File: src/rtl/decode_queue_if.sv
// Decode-to-issue handshake bundle: enqueue lanes from decode, dequeue window to the consumer.
// Storage-side status (count/empty/full) stays on the queue's own ports.
interface decode_queue_if #(
    parameter int unsigned ENQ_W  = 2,
    parameter int unsigned DEQ_W  = 2,
    parameter int unsigned ITEM_W = 50
);
    localparam int unsigned DCW = $clog2(DEQ_W + 1);

    logic [ENQ_W-1:0]             enq_valid;
    logic [ENQ_W-1:0][ITEM_W-1:0] enq_item;
    logic                         enq_ready;
    logic [DEQ_W-1:0]             deq_valid;
    logic [DEQ_W-1:0][ITEM_W-1:0] deq_item;
    logic [DCW-1:0]               deq_count;

    modport master (
        output enq_valid, enq_item, deq_count,
        input  enq_ready, deq_valid, deq_item
    );

    modport slave (
        input  enq_valid, enq_item, deq_count,
        output enq_ready, deq_valid, deq_item
    );
endinterface

File: src/rtl/decode_queue.sv
// Multi-lane circular FIFO holding opaque micro-ops between decode and issue.
// All outputs come from registered pointers/occupancy plus the storage read mux.
module decode_queue #(
    parameter int unsigned ENQ_W  = 2,
    parameter int unsigned DEQ_W  = 2,
    parameter int unsigned DEPTH  = 8,
    parameter int unsigned ITEM_W = 50,
    localparam int unsigned CW    = $clog2(DEPTH + 1)
) (
    input  logic          clk,
    input  logic          rst,
    input  logic          flush,
    decode_queue_if.slave q,
    output logic [CW-1:0] count,
    output logic          empty,
    output logic          full
);
    localparam int unsigned PW = $clog2(DEPTH);

    logic [ITEM_W-1:0] mem [DEPTH];
    logic [PW-1:0]     head;
    logic [PW-1:0]     tail;
    logic [ENQ_W-1:0]  acc_mask;
    logic [CW-1:0]     n_enq;
    logic [CW-1:0]     n_deq;
    logic [CW-1:0]     deq_req;
    logic [CW-1:0]     enq_add;
    logic              ready;
    logic              enq_fire;
    logic              run;

    // Accepted lanes are the unbroken run of valids starting at lane 0.
    always_comb begin
        acc_mask = '0;
        n_enq    = '0;
        run      = 1'b1;
        for (int unsigned k = 0; k < ENQ_W; k++) begin
            if (run && q.enq_valid[k]) begin
                acc_mask[k] = 1'b1;
                n_enq       = n_enq + CW'(1);
            end else begin
                run = 1'b0;
            end
        end
    end

    assign ready    = (CW'(DEPTH) - count) >= CW'(ENQ_W);
    assign enq_fire = ready && (n_enq != '0);
    assign enq_add  = enq_fire ? n_enq : '0;
    assign deq_req  = CW'(q.deq_count);
    assign n_deq    = (deq_req > count) ? count : deq_req;

    always_ff @(posedge clk or posedge rst) begin
        if (rst) begin
            head  <= '0;
            tail  <= '0;
            count <= '0;
        end else if (flush) begin
            head  <= '0;
            tail  <= '0;
            count <= '0;
        end else begin
            head  <= head + PW'(n_deq);
            tail  <= tail + PW'(enq_add);
            count <= count + enq_add - n_deq;
        end
    end

    always_ff @(posedge clk) begin
        if (enq_fire && !flush && !rst) begin
            for (int unsigned k = 0; k < ENQ_W; k++) begin
                if (acc_mask[k]) begin
                    mem[tail + PW'(k)] <= q.enq_item[k];
                end
            end
        end
    end

    always_comb begin
        q.deq_valid = '0;
        q.deq_item  = '0;
        for (int unsigned i = 0; i < DEQ_W; i++) begin
            q.deq_valid[i] = count > CW'(i);
            q.deq_item[i]  = mem[head + PW'(i)];
        end
    end

    assign q.enq_ready = ready;
    assign empty       = (count == '0);
    assign full        = (count == CW'(DEPTH));
endmodule

File: src/flat_wrapper.sv
// flat-port wrapper written by rule: the top's interface ports become plain ports
module decode_queue_flat 
#(
    parameter int unsigned ENQ_W  = 2,
    parameter int unsigned DEQ_W  = 2,
    parameter int unsigned DEPTH  = 8,
    parameter int unsigned ITEM_W = 50,
    localparam int unsigned CW    = $clog2(DEPTH + 1)
)
  (clk, rst, flush, count, empty, full, q_enq_valid, q_enq_item, q_deq_count, q_enq_ready, q_deq_valid, q_deq_item);
  decode_queue_if #(.ENQ_W(ENQ_W), .DEQ_W(DEQ_W), .ITEM_W(ITEM_W)) q_i ();
  input  logic clk;
  input  logic rst;
  input  logic flush;
  output logic [CW-1:0] count;
  output logic empty;
  output logic full;
  input wire logic [$bits(q_i.enq_valid)-1:0] q_enq_valid;
  input wire logic [$bits(q_i.enq_item)-1:0] q_enq_item;
  input wire logic [$bits(q_i.deq_count)-1:0] q_deq_count;
  output wire logic [$bits(q_i.enq_ready)-1:0] q_enq_ready;
  output wire logic [$bits(q_i.deq_valid)-1:0] q_deq_valid;
  output wire logic [$bits(q_i.deq_item)-1:0] q_deq_item;
  assign q_i.enq_valid = q_enq_valid;
  assign q_i.enq_item = q_enq_item;
  assign q_i.deq_count = q_deq_count;
  assign q_enq_ready = q_i.enq_ready;
  assign q_deq_valid = q_i.deq_valid;
  assign q_deq_item = q_i.deq_item;
  decode_queue #(.ENQ_W(ENQ_W), .DEQ_W(DEQ_W), .DEPTH(DEPTH), .ITEM_W(ITEM_W)) u_core (.clk(clk), .rst(rst), .flush(flush), .q(q_i), .count(count), .empty(empty), .full(full));
endmodule
File: config.mk
export PLATFORM = sky130hd
export DESIGN_NAME = decode_queue_flat
export DESIGN_NICKNAME = d
export VERILOG_FILES = /design/src/rtl/decode_queue_if.sv /design/src/rtl/decode_queue.sv /design/src/flat_wrapper.sv
export SDC_FILE = /design/constraint.sdc
export NUM_CORES = 1
export LEC_CHECK = 0
export CAP_MARGIN = 10
export CORE_MARGIN = 4
export CORE_UTILIZATION = 55
export CTS_CLUSTER_DIAMETER = 100
export CTS_CLUSTER_SIZE = 40
export DETAILED_ROUTE_END_ITERATION = 8
export PLACE_DENSITY = 0.77
export SYNTH_ARGS = -nofsm -noshare
export SYNTH_HDL_FRONTEND = slang
export SYNTH_SLANG_ARGS = --single-unit
File: constraint.sdc
create_clock -name clk -period 5.44 [get_ports clk]
set_input_delay 0.816 -clock clk [delete_from_list [all_inputs] [get_ports clk]]
set_output_delay 0.816 -clock clk [all_outputs]
set_load 0.02 [all_outputs]
==> results.md <==
* Power density over the cells at 451 mW/mm^2
* P&R area growth vs syn at 14.4%
* First-pass detailed-route iteration total at 5
* Final routed wire length divided by cell count at 29.1 um
* Post-synthesis instance total at 1323
* Post-CTS repair timing setup buffer count at 0
* Nature of the critical path startpoint: flop
* Count of antenna-violating nets left after detailed routing at 0
* Number of H-tree branching levels at 1
* Relative slew margins at 0.307
* Number of buffers inserted during clock tree synthesis at 15
* Number of synthesized flops with an enable pin at 400
* Clock period minus final worst setup slack at 4490 ps
* Switching Power at 4520 uW
* Switching Fraction at 0.368
* Hold/Removal Path Class: input pin to async pin
* Final core utilization at 0.642
* Half-perimeter wire length of the detailed placement result at 36700 um
* Count of hold buffers inserted by post-cts repair at 0
* Final Non-Filler Cells at 2076
* I/O Pins at 216
* Residual DRC at 0
* Clock network power share at 0.128
* Net count after synthesis at 1450
* Hold violation count in the final report at 0
* Vias post-DR at 13800
* Skew final at 30.4 ps
* Worst r2r src: u_core.count[1]
* Slew of the pin with the lowest slew margin at 1040 ps
* Max-Cap Viols at 0
* Tot GR Track Use at 0.257
* Clock insertion delay at the later pin of the skew report at 550 ps
* Internal power at 7750 uW
* DRC violation total after the first TritonRoute iteration at 1216
* Die Y-Extent at 216 um
* Number of pins with negative max-slew slack in the final report at 0
* Crit share post-route at 0.826
* Average size of a mapped cell at 18.0 um^2
* Number of rows created at floorplan at 75
* Cells after DPL at 2051
* Cell area after synthesis at 0.0238 mm^2
* TritonCTS clock tree: yes
* Deepest clock path buffer count at 3
* Global-route wire length before repair at 91400 um
* Count of warnings emitted by yosys at 0
* Setup tns final at 0 ps
* Fraction of power consumed by sequential logic at 0.304
* Final Setup Violations at 0
* Total die area at 0.0466 mm^2
* Number of nets in the finished design at 1618
* Width of the die at 216 um
* Total Power Consumption at 12300 uW
* Initial core utilization at 0.561
* Root buffer cell: sky130_fd_sc_hd__clkbuf_16
* Critical path class: flop to output pin
* Maximum vdd drop at 0.337 mV
* Share of power burned in combinational logic at 0.568
* Vias in the first global route at 14700
* Maximum number of pins on one net before global-route repair at 103
* Proportion of synthesized chip area in sequential cells at 0.516
* Post-detailed-routing wire length at 60400 um
* FFs w/ async S/R, synth at 0.0244
* Unrepaired setup endpoints after global routing: false
* Primary FF master, synth: sky130_fd_sc_hd__edfxtp_1
* LEAKAGE at 0.00853 uW
* Outcome: finished clean
* Data arrival time of the critical path at 3680 ps
* Minimum hold slack at 707 ps
* Clock transition at path regs at 120 ps
* Critical Path RT at 4620 ps
* Element type at the critical path end: output pin
* Maximum clock rate at 223 MHz
* Synth Register Bits at 410
* Routability cong. at 0.837
* Floorplan core area at 0.0423 mm^2
* Count of clock tree sinks at 410
* Overflow left after global routing at 0
* Netlist cell types at 38
* CP Max Fanout at 102
* Layout cells sized above 1 at 0.474
* IO Port Bufs at 215
* Antenna violations before repair at 7
* # resized after CTS at 0
* Average via count per standard cell at 6.63
* Critical path startpoint: u_core.head[0]
[per-layer routing]
metal | global-route usage | share of wire
met5 | 0 | 0.00094
met2 | 0.455 | 0.53
met3 | 0.0286 | 0.064
met1 | 0.346 | 0.39
met4 | 0.0556 | 0.020
[layout make-up]
cell class | count | area, um^2
clock buffer | 15 | 375
sequential | 410 | 12300
clock inverter | 7 | 110
fill | 3018 | 15100
inverter | 15 | 57.6
antenna | 3 | 7.51
multi-input combinational | 798 | 11100
timing repair buffer | 251 | 2560
tap | 577 | 722
[synthesized netlist by cell type (5+ instances only)]
master,instances,share of area
sky130_fd_sc_hd__a21oi_1,5,0.0011
sky130_fd_sc_hd__buf_1,14,0.0022
sky130_fd_sc_hd__buf_2,33,0.0070
sky130_fd_sc_hd__buf_4,12,0.0038
sky130_fd_sc_hd__buf_6,5,0.0024
sky130_fd_sc_hd__clkbuf_1,36,0.0057
sky130_fd_sc_hd__dfrtp_1,10,0.011
sky130_fd_sc_hd__edfxtp_1,400,0.51
sky130_fd_sc_hd__ha_1,16,0.0084
sky130_fd_sc_hd__inv_1,14,0.0022
sky130_fd_sc_hd__mux2_1,74,0.035
sky130_fd_sc_hd__mux2_2,426,0.20
sky130_fd_sc_hd__mux4_2,200,0.19
sky130_fd_sc_hd__nand2_1,7,0.0011
sky130_fd_sc_hd__nand3_1,5,0.0011
sky130_fd_sc_hd__nor2_1,18,0.0028
sky130_fd_sc_hd__nor2b_1,7,0.0018
[final timing paths]
check	slack, ps	endpoint	cells past startpoint
max	950	q_deq_item[74]	5
min	710	u_core.count[3]	2
max reg2reg	1550	u_core.count[3]	13
min reg2reg	760	u_core.tail[0]	2
max in group asynchronous	4420	u_core.head[0]	2
min in group clk	760	u_core.tail[0]	2
[stage by stage]
stage	setup slack [ps]	area, um^2
floorplan	869	23800
global placement	1430	26700
detailed placement	1360	26700
CTS	920	27200
global route	745	27200
finish	949	27200
[flip-flops by register name, indices dropped and copies added, names as in the netlist]
register	cells
u_core.tail	3
u_core.head	3
u_core.mem	400
u_core.count	4
[worst max-delay path, stage by stage, from the launching register on]
cell and delay (ps):
sky130_fd_sc_hd__dfrtp_4 470, sky130_fd_sc_hd__buf_12 510, sky130_fd_sc_hd__buf_12 590, sky130_fd_sc_hd__mux4_2 590
sky130_fd_sc_hd__mux2_2 280, sky130_fd_sc_hd__clkdlybuf4s50_1 600
[power by group through the flow]
stage	sequential [uW]	clock (uW)	combinational (uW)
after floorplan	3770	0	4420
after global placement	3790	0	6970
after detailed placement	3800	0	7020
after CTS	3730	1610	7060
after global routing	3740	1710	7350
final	3730	1570	6980
[layout by cell type, fill, tap and decap left out, drive strengths merged, types with 5 or more instances in the layout]
| cell type | n |
|---|---|
| inv | 17 |
| nand2 | 7 |
| mux4 | 200 |
| dfrtp | 10 |
| nand4 | 5 |
| clkdlybuf4s50 | 215 |
| nand3 | 5 |
| a21oi | 5 |
| mux2 | 500 |
| ha | 16 |
| clkbuf | 15 |
| nor2 | 21 |
| nor2b | 7 |
| edfxtp | 400 |
| buf | 36 |
[logic make-up (layout without fill, tap and decap cells)]
kind of cell	after synthesis	count (layout)	synth area share
xor gates and xnor gates	8	8	0.00295
buffers and inverters	115	288	0.0234
adders and majority gates	20	20	0.0118
other	0	3	0
AOI/OAI and AO/OA	17	17	0.00506
and+or+nand+nor	53	53	0.0141
DFF	410	410	0.516
muxes	700	700	0.427
No activity file was read; power rests on OpenSTA's default activity.
